`src/rtl/hydra_pkg.sv`:
```
// -----------------------------------------------------------------------------
// hydra_pkg
//   Shared definitions for the packet-buffer read path: page address layout
//   (bank index + page within bank), page geometry and the read sequencer
//   state encoding.
// -----------------------------------------------------------------------------
package hydra_pkg;

    localparam int PAGE_ADDR_W    = 16;
    localparam int BANK_W         = 5;
    localparam int PAGE_W         = 11;
    localparam int WORDS_PER_PAGE = 8;
    localparam int WORD_W         = 16;
    localparam int ECC_W          = 8;
    localparam int WCNT_W         = 3;

    // Word counter value of the final word of a page.
    localparam logic [WCNT_W-1:0] WCNT_LAST = WCNT_W'(WORDS_PER_PAGE - 1);

    typedef struct packed {
        logic [BANK_W-1:0] bank;
        logic [PAGE_W-1:0] page;
    } page_addr_t;

    typedef enum logic [1:0] {
        ST_IDLE = 2'd0,
        ST_REQ  = 2'd1,
        ST_XFER = 2'd2
    } rd_state_t;

endpackage : hydra_pkg

```
`src/rtl/port_read_sequencer.sv`:
```
// -----------------------------------------------------------------------------
// port_read_sequencer
//   Per-output-port read controller. Accepts one packet descriptor (head and
//   tail page address), then walks the page chain through the bank jump
//   table, requesting one bank read slot per page from the arbiter and
//   forwarding the 8 returned words of each page with sop/eop/page-last
//   markers and the page ECC code to the egress ECC-check stage.
//
// Ports
//   clk, rst_n            clock, asynchronous active-low reset
//   pkt_vld/pkt_rdy       descriptor handshake from the port queue
//   pkt_head, pkt_tail    first / last page address of the packet
//   sram_req, sram_sel    read-slot request and bank index to the arbiter
//   sram_gnt              same-cycle grant from the arbiter
//   rd_page_down          page read issued (request granted)
//   rd_page               page number within the bank, valid with sram_req
//   rd_xfer_data_vld/data word stream from the selected bank
//   rd_next_page          jump-table entry, valid one cycle after page_down
//   rd_ecc_code           page ECC code, valid one cycle after page_down
//   out_vld, out_data     word stream to egress
//   out_sop, out_eop      first word of packet / last word of tail page
//   out_ecc               ECC code of the page being output
//   out_page_last         last word of any page (ECC check strobe)
//   busy                  packet in progress
// -----------------------------------------------------------------------------
module port_read_sequencer
    import hydra_pkg::*;
(
    input  logic                   clk,
    input  logic                   rst_n,
    input  logic                   pkt_vld,
    output logic                   pkt_rdy,
    input  logic [PAGE_ADDR_W-1:0] pkt_head,
    input  logic [PAGE_ADDR_W-1:0] pkt_tail,
    output logic                   sram_req,
    output logic [BANK_W-1:0]      sram_sel,
    input  logic                   sram_gnt,
    output logic                   rd_page_down,
    output logic [PAGE_W-1:0]      rd_page,
    input  logic                   rd_xfer_data_vld,
    input  logic [WORD_W-1:0]      rd_xfer_data,
    input  logic [PAGE_ADDR_W-1:0] rd_next_page,
    input  logic [ECC_W-1:0]       rd_ecc_code,
    output logic                   out_vld,
    output logic [WORD_W-1:0]      out_data,
    output logic                   out_sop,
    output logic                   out_eop,
    output logic [ECC_W-1:0]       out_ecc,
    output logic                   out_page_last,
    output logic                   busy
);

    rd_state_t          state;
    rd_state_t          state_nxt;
    page_addr_t         cur_page;
    page_addr_t         tail_page;
    logic               first_word;
    logic               last_page;
    logic               cap_pend;
    logic [WCNT_W-1:0]  wcnt;
    logic [ECC_W-1:0]   ecc_q;

    logic               req;
    logic               grant;
    logic               accept;
    logic               word_vld;
    logic               word_last;

    // -------------------------------------------------------------------------
    // FSM state register
    // -------------------------------------------------------------------------
    always_ff @(posedge clk or negedge rst_n) begin
        if (!rst_n) begin
            state <= ST_IDLE;
        end else begin
            state <= state_nxt;
        end
    end

    // -------------------------------------------------------------------------
    // FSM next-state and request generation.
    // On the 8th word of a non-tail page the next request is raised in the
    // same cycle, so an immediate grant keeps the word stream gapless; a
    // denied early request falls back to REQ and is held there.
    // -------------------------------------------------------------------------
    always_comb begin
        state_nxt = state;
        req       = 1'b0;
        case (state)
            ST_IDLE: begin
                if (pkt_vld) begin
                    state_nxt = ST_REQ;
                end
            end
            ST_REQ: begin
                req = 1'b1;
                if (sram_gnt) begin
                    state_nxt = ST_XFER;
                end
            end
            ST_XFER: begin
                if (rd_xfer_data_vld && (wcnt == WCNT_LAST)) begin
                    if (last_page) begin
                        state_nxt = ST_IDLE;
                    end else begin
                        req       = 1'b1;
                        state_nxt = sram_gnt ? ST_XFER : ST_REQ;
                    end
                end
            end
            default: begin
                state_nxt = ST_IDLE;
            end
        endcase
    end

    assign grant     = req & sram_gnt;
    assign accept    = pkt_rdy & pkt_vld;
    assign word_vld  = (state == ST_XFER) & rd_xfer_data_vld;
    assign word_last = word_vld & (wcnt == WCNT_LAST);

    // -------------------------------------------------------------------------
    // Page chain, word counter and ECC capture.
    // cap_pend marks the cycle after page_down, the only cycle in which the
    // jump-table entry and ECC code from the bank are valid. The tail page
    // keeps cur_page unchanged so the jump-table entry is never followed
    // past the end of the packet.
    // -------------------------------------------------------------------------
    always_ff @(posedge clk or negedge rst_n) begin
        if (!rst_n) begin
            cur_page   <= '0;
            tail_page  <= '0;
            first_word <= 1'b0;
            last_page  <= 1'b0;
            cap_pend   <= 1'b0;
            wcnt       <= '0;
            ecc_q      <= '0;
        end else begin
            if (accept) begin
                cur_page   <= page_addr_t'(pkt_head);
                tail_page  <= page_addr_t'(pkt_tail);
                first_word <= 1'b1;
            end

            if (cap_pend) begin
                ecc_q <= rd_ecc_code;
                if (!last_page) begin
                    cur_page <= page_addr_t'(rd_next_page);
                end
            end

            if (word_vld) begin
                wcnt       <= wcnt + 1'b1;
                first_word <= 1'b0;
            end

            // A grant coinciding with the 8th word restarts the count for
            // the new page.
            cap_pend <= grant;
            if (grant) begin
                wcnt      <= '0;
                last_page <= (cur_page == tail_page);
            end
        end
    end

    // -------------------------------------------------------------------------
    // Outputs. Bank/page and data are gated so every output reads zero while
    // idle or in reset; pkt_rdy also drops combinationally under reset.
    // out_ecc bypasses the register during the capture cycle so the first
    // word of a page already carries that page's code.
    // -------------------------------------------------------------------------
    assign pkt_rdy       = rst_n & (state == ST_IDLE);
    assign busy          = (state != ST_IDLE);
    assign sram_req      = req;
    assign sram_sel      = req ? cur_page.bank : '0;
    assign rd_page       = req ? cur_page.page : '0;
    assign rd_page_down  = grant;
    assign out_vld       = word_vld;
    assign out_data      = word_vld ? rd_xfer_data : '0;
    assign out_sop       = word_vld & first_word;
    assign out_page_last = word_last;
    assign out_eop       = word_last & last_page;
    assign out_ecc       = cap_pend ? rd_ecc_code : ecc_q;

endmodule : port_read_sequencer

```
`config.mk`:
```
export PLATFORM = sky130hd
export DESIGN_NAME = port_read_sequencer
export DESIGN_NICKNAME = d
export VERILOG_FILES = /design/src/rtl/hydra_pkg.sv /design/src/rtl/port_read_sequencer.sv
export SDC_FILE = /design/constraint.sdc
export NUM_CORES = 1
export LEC_CHECK = 0
export CORE_MARGIN = 10
export CORE_UTILIZATION = 36
export CTS_CLUSTER_SIZE = 20
export DETAILED_ROUTE_END_ITERATION = 6
export GPL_ROUTABILITY_DRIVEN = 1
export GPL_TIMING_DRIVEN = 0
export PLACE_DENSITY = 0.78
export SETUP_SLACK_MARGIN = 0.3
export SYNTH_ARGS = -nofsm -noshare
export SYNTH_HDL_FRONTEND = slang
export SYNTH_SLANG_ARGS = --single-unit
```
`constraint.sdc`:
```
create_clock -name clk -period 1.95 [get_ports clk]
set_input_delay 0.39 -clock clk [delete_from_list [all_inputs] [get_ports clk]]
set_output_delay 0.39 -clock clk [all_outputs]
set_load 0.05 [all_outputs]
```
==> impl_results.md, run 1 <==
- Pre-CTS setup slack: -901 ps
- Post-synth EDFFs: 0
- FMAX: 433 MHz
- Synth Flop Type: dfrtp_1
- # DRC: 0
- Cts bufs inserted: 5
- TritonCTS clock tree: done
- Final nets: 470
- Filler Cells Inserted: 498
- Library cells used by synthesis: 28
- Power Density: 1440 mW/mm²
- Worst r2r src: wcnt[0]
- Total congestion overflow: 0
- VDD IR max: 1.15 mV
- Worst Path Max Fanout: 10
- Core area: 0.00676 mm²
- Layout cells sized above 1: 46.0%
- Critical Path Start Type: register
- Max-cap violations: 0
- Final hold violations: 0
- Post-Syn Area: 0.00250 mm²
- Clock transition at path regs: 90 ps
- Core Rows: 30
- Clk buf depth: 2
- Die W: 103 µm
- Ys async rst share: 100%
- Hold Crit Class: in -> async
- Reg2reg path depth: 8
- Antenna Cells: 0
- Sink Count: 48
- Reg2reg setup slack: -30 ps
- Multi-input gate area: 0.00147 mm²
- Placer Congestion: 0.817
- Tmin final: 2310 ps
- Slew @ Worst Pin: 993 ps
- Most frequent cells in the layout: 75 x clkdlybuf4s50_1, 48 x dfrtp_1, 33 x buf_8
- Die H: 103 µm
- Root Buffer Master: clkbuf_8
- RSZ-0062 raised after global routing: yes
- Violated checks: setup timing
- DRT iter0 DRCs: 62
- Initial Util: 37.0%
- Worst Slack Setup Final: -358 ps
- Sequential fraction of the synthesis area: 48.1%
- P&R area growth vs syn: 91.5%
- Worst skew pair latency: 310 ps
- Initial antenna violation count: 0
- Syn Nets: 311
- Outcome: complete, but fails checks
- Post-Route Skew: 13.0 ps
- Wire length per cell: 19.5 µm
- Die ar.: 0.0107 mm²
- Sequential cell area: 0.00120 mm²
- R2R Path End: last_page
- Port-buffer cells: 124
- PnR Total Power: 6.91 mW
- IO Count: 125
- Post-DP HPWL: 6190 µm
- ANT nets after route: 0
- Largest net degree at the start of global routing: 27
- Routed vias: 2315
- Gr usage total: 15.3%
- Post-Synthesis Cells: 228
- CP endpoint kind: output pin
- Synthesis Warnings: 0
- Synthesized flop and latch total: 48
- Commonest non-fill, non-tap cell in the layout: clkdlybuf4s50_1
- H-tree depth: 2
- Vias in the first global route: 2339
- CP Data Required Time: 1560 ps
- Leak: 2.17 nW
- Critical path class: reg -> out
- Final WL: 9090 µm
- Pre-antenna DRT Iters: 4
- Final setup vio count: 33
- First-pass GRT wire length: 12600 µm
- Fin crit share: 118%
- Syn avg cell area: 11.0 µm²
- Relative slew margins: 33.8%
- CP arrival: 1920 ps
- Drt via density: 4.96
- Slew Viols, Final: 0
[synthesized netlist by cell type, types with 2 or more instances]
cell,count,area (µm²)
and2_1,19,119
xnor2_1,17,149
buf_2,4,20.0
nand4_1,5,31.3
dfrtp_1,48,1200
a21oi_1,3,15.0
nor2_1,2,7.51
and3_1,17,106
o21ai_0,17,85.1
ha_1,6,75.1
inv_1,7,26.3
mux2i_1,16,160
buf_4,2,15.0
nand2_1,23,86.3
mux2_2,24,270
clkbuf_1,6,22.5
[worst max-delay path, cell delays in order (launching register included)]
cell and delay, ps:
dfrtp_1 390, ha_2 200, ha_4 150, and4b_2 220
o21a_4 230, buf_12 150, and2_4 130, buf_6 150
[stage by stage]
step / area [µm²] / std cells / util, % / setup TNS (ps) / hold WS (ps)
4_1_cts: 4470 / 452 / 66.1 / -7340 / 25.5
3_5_place_dp: 4040 / 433 / 59.8 / -30890 / 414
3_3_place_gp: 4020 / 432 / 59.5 / -131200 / 482
5_1_grt: 4790 / 467 / 70.8 / -10250 / 24.8
6_report: 4790 / 467 / 70.8 / -8060 / 23.2
2_1_floorplan: 2680 / 228 / - / 0 / 94.4
[layout make-up]
class | count | area share, %
repair buffers | 151 | 36.0
well taps | 80 | 2.09
plain buffers | 13 | 3.53
multi-input cells | 161 | 30.7
clock buffers | 6 | 1.73
clock inverters | 1 | 0.183
inverters | 7 | 0.680
flip-flops and latches | 48 | 25.1
[power by group]
group | internal, mW | switching [mW]
clock | 0.283 | 0.340
sequential | 1.48 | 0.342
combinational | 2.27 | 2.19
total | 4.03 | 2.87
[routing by layer]
layer / track usage (%) / wire (µm)
met3: 4.85 / 684
met5: 0 / 0
met2: 25.2 / 4660
met4: 3.74 / 74
met1: 18.9 / 3680
[state kept, by name, summed over array words and instances, names as in the netlist]
| name | count |
|---|---|
| state | 2 |
| cur_page | 16 |
| last_page | 1 |
| cap_pend | 1 |
| first_word | 1 |
| ecc_q | 8 |
| wcnt | 3 |
| tail_page | 16 |
[worst max path at each step]
| stage | cells after the start | slack [ps] | end | startpoint |
|---|---|---|---|---|
| floorplan | 6 | 90 | rd_page[1] | wcnt[0] |
| global placement | 3 | -2190 | pkt_rdy | rst_n |
| detailed placement | 5 | -900 | out_data[13] | rd_xfer_data_vld |
| CTS | 7 | -360 | rd_page[4] | wcnt[0] |
| global route | 7 | -410 | rd_page[1] | wcnt[0] |
| finish | 7 | -360 | rd_page[4] | wcnt[0] |
[logic make-up (layout without fill, tap and decap cells)]
kind of cell | Yosys count | after routing | share of synthesized area (%)
AO/OA/AOI/OAI | 24 | 25 | 5.56
multiplexers | 41 | 41 | 17.8
adder cells (fa/ha/maj) | 6 | 6 | 3.00
AND/OR/NAND/NOR | 72 | 72 | 15.8
buffers and inverters | 20 | 178 | 3.81
XOR/XNOR | 17 | 17 | 5.96
flip-flops | 48 | 48 | 48.1
[what timing repair did]
item,in CTS,in global routing
gates cloned,1,3
buffers inserted,10,12
pin swaps,10,7
hold buffers,1,0
hold endpoints to repair,22,0
endpoints found under the setup margin,80,77
gates resized for setup,387,42
Power figures use the tool's default switching activity.
==> inputs of run 2 (changes only) <==
RECOVER_POWER = 50   (was default)
TNS_END_PERCENT = 100   (was default)
==> run 2 against run 1 <==
Compared with the run above: the run still ends with setup timing left; count of clock-buffer cells in the layout unchanged; worst hold slack improved by 480 ps; final cell count is the same; flip-flop and latch count is the same; combinational power decreased by 2%; die area stayed put.
==> impl_results.md, run 2 (synthesized netlist as in run 1, its figures left out) <==
- Outcome: complete, but fails checks
- Violated checks: setup timing
- Biggest regs: cur_page (16), tail_page (16), ecc_q (8)
- Core Rows: 30
- Slew Viols, Final: 0
- Final nets: 470
- P&R area growth vs syn: 89.0%
- Gr usage total: 15.3%
- PnR Total Power: 6.82 mW
- Final core occ: 69.9%
- Finished Layout Cells: 467
- Worst skew pair latency: 310 ps
- Most frequent cells in the layout: 75 x clkdlybuf4s50_1, 48 x dfrtp_1, 33 x buf_8
- Drt via density: 5.00
- Routed vias: 2335
- Final hold violations: 0
- Slew @ Worst Pin: 1410 ps
- Post-route cell area: 0.00472 mm²
- DRT iter0 DRCs: 69
- ANT nets after route: 0
- Crit path from: wcnt[0]
- VDD IR max: 1.13 mV
- Initial Util: 37.0%
- CP arrival: 1920 ps
- Power Density: 1440 mW/mm²
- Sink Count: 48
- Post-DP HPWL: 6190 µm
- Combinational Power Share: 64.2%
- Vias in the first global route: 2339
- Initial antenna violation count: 0
- Final setup vio count: 40
- Root Buffer Master: clkbuf_8
- Antenna Cells: 0
- Die ar.: 0.0107 mm²
- Internal power: 3.96 mW
- Die H: 103 µm
- Port-buffer cells: 124
- H-tree depth: 2
- Max-cap violations: 0
- IO Count: 125
- Final WL: 9040 µm
- Placed insts: 433
- Worst Slack Setup Final: -355 ps
- Dpl cell area: 0.00404 mm²
- First-pass GRT wire length: 12600 µm
- Fin crit share: 118%
- TritonCTS clock tree: done
- Largest net degree at the start of global routing: 27
- Pre-antenna DRT Iters: 4
- Core area: 0.00676 mm²
- Die W: 103 µm
- Tmin final: 2310 ps
- Switching power: 2.86 mW
- # DRC: 0
- Pre-CTS setup slack: -901 ps
- Cts bufs inserted: 5
- Layout cells sized above 1: 43.7%
- Clock transition at path regs: 90 ps
- CP Data Required Time: 1560 ps
- Clk buf depth: 2
- Relative slew margins: 5.89%
- Hold slack final: 508 ps
- Critical Path Start Type: register
- Hold Crit Class: in -> async
- Critical path class: reg -> out
- Worst Path Max Fanout: 10
- Wire length per cell: 19.4 µm
- Commonest non-fill, non-tap cell in the layout: clkdlybuf4s50_1
- Total congestion overflow: 0
- Clk pwr share: 9.2%
- FMAX: 434 MHz
- CP endpoint kind: output pin
- Worst r2r src: wcnt[0]
- Post-Route Skew: 12.9 ps
- Leak: 2.12 nW
- Placer Congestion: 0.817
- Sw frac: 41.9%
- Flop pwr share: 26.7%
- RSZ-0062 raised after global routing: yes
- Setup_tns: -8580 ps
-- run 2: path summary, 6_finish.rpt --
check                      cells after the start  slack (ps)       endpoint
min reg2reg                                    1         520       ecc_q[4]
min in group clk                               1         520       ecc_q[4]
max reg2reg                                    8         -30      last_page
min                                            2         510    cur_page[1]
max                                            7        -360     rd_page[4]
max in group asynchronous                      2         530  tail_page[14]
-- run 2: power by group through the flow --
stage,registers (mW),clock network [mW],logic (mW)
floorplan,1.76,0,2.44
global placement,1.82,0,3.34
detailed placement,1.85,0,3.39
CTS,1.82,0.637,3.98
global route,1.89,0.677,4.64
finish,1.82,0.624,4.37
-- run 2: layer usage --
metal	wire, µm	track usage (%)	part of all wire (%)
met4	105	3.74	1.2
met5	0	0	0
met1	3610	18.9	40
met3	683	4.85	7.6
met2	4640	25.2	51
-- run 2: cell type report --
cell class              instances  area [µm²]
well taps                      80         100
flip-flops and latches         48        1200
multi-input cells             161        1450
repair buffers                151        1690
fillers                       507        2030
plain buffers                  13         161
clock buffers                   6        82.6
inverters                       7        32.5
clock inverters                 1        8.76
-- run 2: worst max-delay path: stages (launching register included) --
cell and delay [ps]:
dfrtp_1 390, ha_2 200, ha_4 150, and4b_2 220
o21a_4 230, buf_12 140, and2_4 130, buf_6 150
-- run 2: timing repair --
| item | CTS | global route |
|---|---|---|
| hold endpoints to repair | 22 | 0 |
| gates resized for setup | 387 | 42 |
| pin swaps | 10 | 7 |
| setup buffers | 10 | 12 |
| cloned | 1 | 3 |
| hold buffers | 1 | 0 |
| endpoints found under the setup margin | 80 | 77 |
==> inputs of run 3 (changes only) <==
CORE_ASPECT_RATIO = 1.5   (was default)
==> run 3 against run 2 <==
Compared with the run above: the run still ends with setup timing left; maximum frequency fell by 0.62%; via count rose by 0.13%; wire length rose by 1.9%; core utilization rose by 1.9 points; register-to-register slack improved by 40 ps; critical endpoint is now rd_page[1]; largest cell class unchanged.
==> impl_results.md, run 3 (synthesized netlist as in run 1, its figures left out) <==
- Outcome: complete, but fails checks
- Violated checks: setup timing
- TritonCTS clock tree: done
- Worst Slack Setup Final: -369 ps
- VDD IR max: 0.946 mV
- Combinational Power Share: 64.8%
- Commonest non-fill, non-tap cell in the layout: clkdlybuf4s50_1
- Final core occ: 71.8%
- Port-buffer cells: 124
- Leak: 2.24 nW
- H-tree depth: 2
- Largest net degree at the start of global routing: 42
- Post-DP HPWL: 6360 µm
- Antenna Cells: 0
- Power Density: 1440 mW/mm²
- Tmin final: 2320 ps
- Worst skew pair latency: 310 ps
- Hold Crit Class: in -> async
- Drt via density: 4.95
- Final WL: 9210 µm
- Fin crit share: 119%
- Critical path class: reg -> out
- GR Util met2: 31.1%
- Relative slew margins: 31.7%
- Cts bufs inserted: 5
- Layout cells sized above 1: 44.2%
- GRT busiest layer: met2
- Routed vias: 2338
- Placer Congestion: 0.734
- Vias in the first global route: 2658
- Sink Count: 48
- Internal power: 4.13 mW
- Clock transition at path regs: 80 ps
- Initial antenna violation count: 0
- Worst path slowest cell: dfrtp_1
- Wire length per cell: 19.5 µm
- Most frequent cells in the layout: 75 x clkdlybuf4s50_1, 48 x dfrtp_1, 34 x buf_8
- M1 GR Usage: 15.3%
- Die ar.: 0.0107 mm²
- Slew @ Worst Pin: 1020 ps
- Sw frac: 41.1%
- P&R area growth vs syn: 95.5%
- CP Data Required Time: 1560 ps
- Initial Util: 36.7%
- Clk buf depth: 2
- Die H: 122 µm
- Gr usage total: 15.8%
- CP arrival: 1930 ps
- Biggest regs: cur_page (16), tail_page (16), ecc_q (8)
- Post-Route Skew: 6.52 ps
- Final nets: 477
- First-pass GRT wire length: 13300 µm
- Core area: 0.00681 mm²
- Filler Cells Inserted: 486
- Slew Viols, Final: 0
- Flop pwr share: 26.1%
- Sequential cell area: 0.00120 mm²
- Worst Path Max Fanout: 10
- Crit path cell chain: ha_2 > ha_4 > and4b_1 > o21a_4 > buf_12 > and2_4 > buf_6
- Pre-antenna DRT Iters: 4
- Root Buffer Master: clkbuf_8
- Switching power: 2.89 mW
- Final setup vio count: 40
- Die W: 88.0 µm
- ANT nets after route: 0
- IO Count: 125
- Core Rows: 37
- # DRC: 0
- Multi-input gate area: 0.00150 mm²
- PnR Total Power: 7.02 mW
- Final hold violations: 0
- Met3 Use GR: 5.21%
- Max-cap violations: 0
- Post-route cell area: 0.00489 mm²
- RSZ-0062 raised after global routing: yes
- FMAX: 431 MHz
- DRT iter0 DRCs: 77
- Dpl cell area: 0.00404 mm²
- Clk pwr share: 9.1%
- CP endpoint kind: output pin
- Total congestion overflow: 0
- Critical Path Start Type: register
- Slowest stage delay, CP: 390 ps
## run 3: changes by cell type in the layout (fill, tap and decap cells not counted), moves of 11 or more
| cell | change |
|---|---|
| buf_6 | +11 |
| mux2_4 | +13 |
| o21ai_0 | -13 |
| o21ai_1 | +13 |
| mux2_2 | -12 |
## run 3: timing repair
action | CTS | global route
hold endpoints to repair | 7 | 0
hold buffers | 1 | 0
cloned | 2 | 4
pin swaps | 7 | 14
buffers inserted | 14 | 13
resized for setup | 402 | 60
endpoints found under the setup margin | 77 | 82
## run 3: cell type report
class / instances / share of cell area, %
well taps: 78 / 2.00
flip-flops and latches: 48 / 24.6
plain buffers: 13 / 3.48
inverters: 7 / 0.717
clock buffers: 7 / 1.97
repair buffers: 158 / 36.5
multi-input cells: 161 / 30.7
## run 3: path summary, 6_finish.rpt
kind | from | endpoint | slack (ps) | cells after the start
worst max-delay path | wcnt[1] | rd_page[1] | -370 | 7
max in group asynchronous | rst_n | ecc_q[0] | 850 | 2
worst max register to register | state[1] | state[1] | 10 | 11
min in group clk | ecc_q[3] | ecc_q[3] | 520 | 1
worst min-delay path | rst_n | tail_page[2] | 470 | 2
worst min register to register | ecc_q[3] | ecc_q[3] | 520 | 1
## run 3: worst max-delay path: cells and delay by family (launching register included)
family,cells,cell delay [ps]
AO/OA/AOI/OAI,1,250
adder cells (fa/ha/maj),2,350
buffers and inverters,2,300
flip-flops,1,390
AND/OR/NAND/NOR,2,320
## run 3: power groups by stage
stage / Combinational (mW) / Sequential, mW / Clock (mW)
2_1_floorplan: 2.44 / 1.76 / 0
3_3_place_gp: 3.35 / 1.82 / 0
3_5_place_dp: 3.42 / 1.85 / 0
4_1_cts: 4.10 / 1.83 / 0.659
5_1_grt: 4.81 / 1.89 / 0.686
6_report: 4.54 / 1.83 / 0.639
## run 3: per-stage QoR
step | setup TNS (ps) | worst slack [ps] | instances | hold slack (ps)
floorplan | 0 | 87.2 | 228 | 94.4
global placement | -125970 | -2130 | 430 | 480
detailed placement | -30250 | -917 | 431 | 260
CTS | -7070 | -379 | 455 | 93.7
global route | -10510 | -430 | 472 | 546
finish | -8020 | -369 | 472 | 473
## run 3: routing by layer
metal	wire length [µm]	vias up
met5	0	-
met1	3240	1120
met4	85	0
li1	-	1116
met2	5220	94
met3	666	8
==> RTL edit 1, RTL diff (config.mk and constraints of run 2) <==
`WCNT_W`: 3 -> 6.
--- a/src/rtl/hydra_pkg.sv
+++ b/src/rtl/hydra_pkg.sv
@@ -12,7 +12,7 @@
     localparam int WORDS_PER_PAGE = 8;
     localparam int WORD_W         = 16;
     localparam int ECC_W          = 8;
-    localparam int WCNT_W         = 3;
+    localparam int WCNT_W         = 6;
 
     // Word counter value of the final word of a page.
     localparam logic [WCNT_W-1:0] WCNT_LAST = WCNT_W'(WORDS_PER_PAGE - 1);
Formal check against the unedited RTL: no difference found for any inputs over 10 cycles, from zero or initial values and one cycle with rst_n low; that may be too few to reach the edited logic, so the function may still have changed.
==> RTL edit 1 against run 2 <==
The flow still finishes with violations (setup timing). Worst hold slack worse by 0.13 ns. Largest power group unchanged. Largest cell class unchanged. Power rose by 9.1%. Area after synthesis is 5.7% higher. Sequential cell count is 3 higher. Setup slack worse by 0.064 ns. Routed wire length up 7.0%. Design area grew 8.7%. Sequential share of layout area down 0.56 points.
==> RTL edit 1: results (changes against run 2) <==
Status
  • Status: complete, but fails checks
  • Failing checks: setup timing

Timing
  • Final setup margin: -0.4187 ns (-0.06369 ns)
  • Final setup fails: 74 (+85%)
  • Relative slew slack: 36.26% (+30 points)
  • Hold WS: 0.3822 ns (-0.1260 ns)
  • Setup TNS: -10.97 ns (-2.387 ns)
  • Clock Skew: 0.009508 ns (-0.003372 ns)

Routing
  • 1st-iter DRT viols: 45 (-35%)

Critical path
  • Critical Path AT: 1.98 ns (+0.06 ns)
  • Crit path from: state[0]
  • CP Capture Point: rd_page[6]
  • Largest delay share family, worst path: simple AND/OR/NAND/NOR gates
  • R2R Path Start: cap_pend
  • R2R cell count: 5 (-3)

Yosys
  • Synthesized area per cell: 11.00 um^2 (+0.38%)
  • Area contributors post-synth: dfrtp_1 (48%), mux2_2 (11%), mux2i_1 (6.8%), xnor2_1 (5.6%), and2_1 (4.5%)
  • Post-Synth XOR/XNOR Area: 6.967% (+1.0 points)
  • Synth cell count leaders: dfrtp_1 (51), mux2_2 (25), nand2_1 (20)
  • Adder-Cell Fraction of Synth Area: 2.370% (-0.63 points)

Layout
  • Non-filler cells, final: 507 (+8.6%)
  • Layout cells sized above 1: 43.63% (about the same)

Pwr
  • Clock net power: 0.636 mW (+2%)
  • Maximum vdd drop: 886.5 uV (-22%)
  • Seq pwr: 1.92 mW (+5%)
  • Leak pwr: 2.348 nW (+11%)

Clock network
  • Resized Gates After CTS: 434 (+12%)

GRT
  • Pin count of the biggest net entering global routing: 40 (+48%)
-- RTL edit 1: cell types whose count changed in the layout (fill, tap and decap cells not counted), sizes merged, moves of 2 or more --
cell   before  now
dfrtp      48   51
buf        77   87
nand2      23   20
and3       17   19
mux2i      16   18
xor2        0    4
nor2        2   10
inv         6    4
o21a        2    0
-- RTL edit 1: cell families (layout without fill, tap and decap cells) --
kind of cell | count (synthesis) | in the layout
flops | 51 | 51
compound gates | 21 | 21
mux | 44 | 44
fa+ha+maj | 5 | 5
simple gates | 80 | 80
buf+inv | 18 | 186
xor+xnor | 21 | 21
-- RTL edit 1: per-layer routing --
| metal | vias to the layer above | global-route usage [%] | wire, um | part of all wire, % |
|---|---|---|---|---|
| li1 | 1153 | - | - | - |
| met2 | 100 | 27.82 | 4850 | 50 |
| met5 | - | 0 | 0 | 0 |
| met1 | 1195 | 18.21 | 3871 | 40 |
| met3 | 8 | 7.247 | 855 | 8.8 |
| met4 | 0 | 3.772 | 99 | 1.0 |
-- RTL edit 1: layout make-up --
cell class              count  share of cell area [%]
multi-input cells         171                   30.91
repair buffers            160                   36.37
clock inverters             1                  0.1705
plain buffers              13                   3.143
well taps                  99                   2.412
flip-flops and latches     51                   24.87
inverters                   5                  0.4385
clock buffers               7                   1.681
-- RTL edit 1: through the flow --
step / setup WS [ns] / area, um^2
5_1_grt: -0.5179 / 5136
6_report: -0.4187 / 5136
2_1_floorplan: -0.04990 / 2799
3_3_place_gp: -2.233 / 4164
4_1_cts: -0.4233 / 4918
3_5_place_dp: -1.042 / 4179
-- RTL edit 1: worst register-to-register path: stages, from the launching register on --
cell and delay (ns):
dfrtp_1 0.33, clkbuf_1 0.41, nor2b_1 0.43, clkbuf_2 0.35, nand2_1 0.10, o21ai_1 0.09
==> RTL edit 2, RTL diff (settings of run 2) <==
Made on the original files. Encoding of `rd_state_t`: now one-hot (3 bits for 3 states).
--- a/src/rtl/hydra_pkg.sv
+++ b/src/rtl/hydra_pkg.sv
@@ -22,10 +22,10 @@
         logic [PAGE_W-1:0] page;
     } page_addr_t;
 
-    typedef enum logic [1:0] {
-        ST_IDLE = 2'd0,
-        ST_REQ  = 2'd1,
-        ST_XFER = 2'd2
+    typedef enum logic [2:0] {
+        ST_IDLE = 3'b001,
+        ST_REQ  = 3'b010,
+        ST_XFER = 3'b100
     } rd_state_t;
 
 endpackage : hydra_pkg
Behaviour: same outputs for any inputs over 10 cycles, from zero or initial values and one cycle with rst_n low; not proved beyond that.
==> RTL edit 2 against run 2 <==
Worst hold slack worse by 0.52 ns. Critical path type unchanged. Critical endpoint is now rd_page[1]. Setup slack worse by 0.15 ns. Area after synthesis up 0.50%. The run ends with hold timing, setup timing left. Sequential share of layout area down 1.8 points. Design area up 10%. Routed wire length up 23%. Sequential cell count up 1. Power down 11%. First-iteration DRC count up 35%.
==> RTL edit 2: results (changes against run 2) <==
Yosys
  • Area contributors post-synth: dfrtp_1 (48%), nand2_1 (12%), and2_1 (8.7%), xor2_1 (5.6%), a31oi_1 (4.0%)
  • Post-Syn Instances: 274 (+20%)
  • Post-synthesis net count: 353 (+14%)
  • Synth cell count leaders: nand2_1 (83), dfrtp_1 (48), and2_1 (35)

Critical path
  • R2R Path Start: state[0]
  • Crit path from: wcnt[1]
  • Largest delay share family, worst path: simple AND/OR/NAND/NOR gates
  • CP Capture Point: rd_page[1]
  • R2R Setup Slk: 0 ns (+0.03 ns)

Place
  • HPWL after DPL: 6697 um (+8.1%)
  • RD Place Congestion: 0.8215 (+0.60%)
  • Inst Count DP: 495 (+14%)

Clock network
  • Post-CTS Setup Repair Bufs: 18 (+8)

Timing
  • Final setup margin: -0.5018 ns (-0.1467 ns)
  • Setup TNS: -11.82 ns (-3.239 ns)
  • Final hold violations: 25 (+25)
  • Hold WS: -0.01212 ns (-0.5203 ns)
  • Final setup fails: 40 (unchanged)

Layout
  • Layout cells sized above 1: 48.37% (+4.7 points)

Status
  • Failing checks: hold timing, setup timing
  • Status: complete, but fails checks

Routing
  • Vias per inst: 4.856 (-2.9%)
  • Vias: 2695 (+15%)

GRT
  • Pin count of the biggest net entering global routing: 29 (+7.4%)

Pwr
  • Leak pwr: 2.442 nW (+15%)
==> RTL edit 2: cell types whose count changed after synthesis, sizes merged, moves of 16 or more <==
cell	run 2	this run
nand2	23	83
nor2	2	23
and3	17	0
mux2	25	8
o21ai	17	0
a31oi	0	16
xnor2	17	1
xor2	0	16
==> RTL edit 2: cell families (layout without fill, tap and decap cells) <==
group	count (synthesis)	in the layout	synth area share, %
xor+xnor	17	17	5.929
compound gates	23	23	5.880
fa+ha+maj	2	2	0.9964
simple gates	154	155	29.55
buf+inv	18	202	3.986
flops	49	49	48.88
mux	11	11	4.783
==> RTL edit 2: metrics by stage <==
stage | setup slack, ns | power, mW | util [%] | hold slack [ns]
after floorplan | 0.009708 | 3.520 | - | 0.09441
after global placement | -2.199 | 4.292 | 59.39 | 0.4785
after detailed placement | -1.110 | 4.361 | 59.72 | 0.4824
after CTS | -0.4520 | 5.492 | 69.23 | 0.01578
after global routing | -0.5540 | 6.346 | 76.56 | -0.0009390
final | -0.5018 | 6.050 | 76.56 | -0.01212
==> RTL edit 2: power breakdown <==
| part | internal [mW] | switching [mW] |
|---|---|---|
| clock network | 0.250 | 0.354 |
| registers | 1.48 | 0.365 |
| logic | 1.79 | 1.81 |
| total | 3.53 | 2.52 |
==> RTL edit 2: layout make-up <==
| type | count | area, um^2 |
|---|---|---|
| timing repair buffer | 176 | 2017 |
| fill | 432 | 1593 |
| multi-input combinational | 208 | 1541 |
| sequential | 49 | 1227 |
| buffer | 15 | 201.4 |
| tap | 96 | 120.1 |
| clock buffer | 6 | 72.57 |
| inverter | 3 | 11.26 |
| clock inverter | 2 | 10.01 |
==> RTL edit 2: metal layers <==
layer	vias to the layer above	share of wire [%]
met2	122	51
met5	-	0
met1	1309	41
met4	0	0.82
li1	1254	-
met3	10	6.9
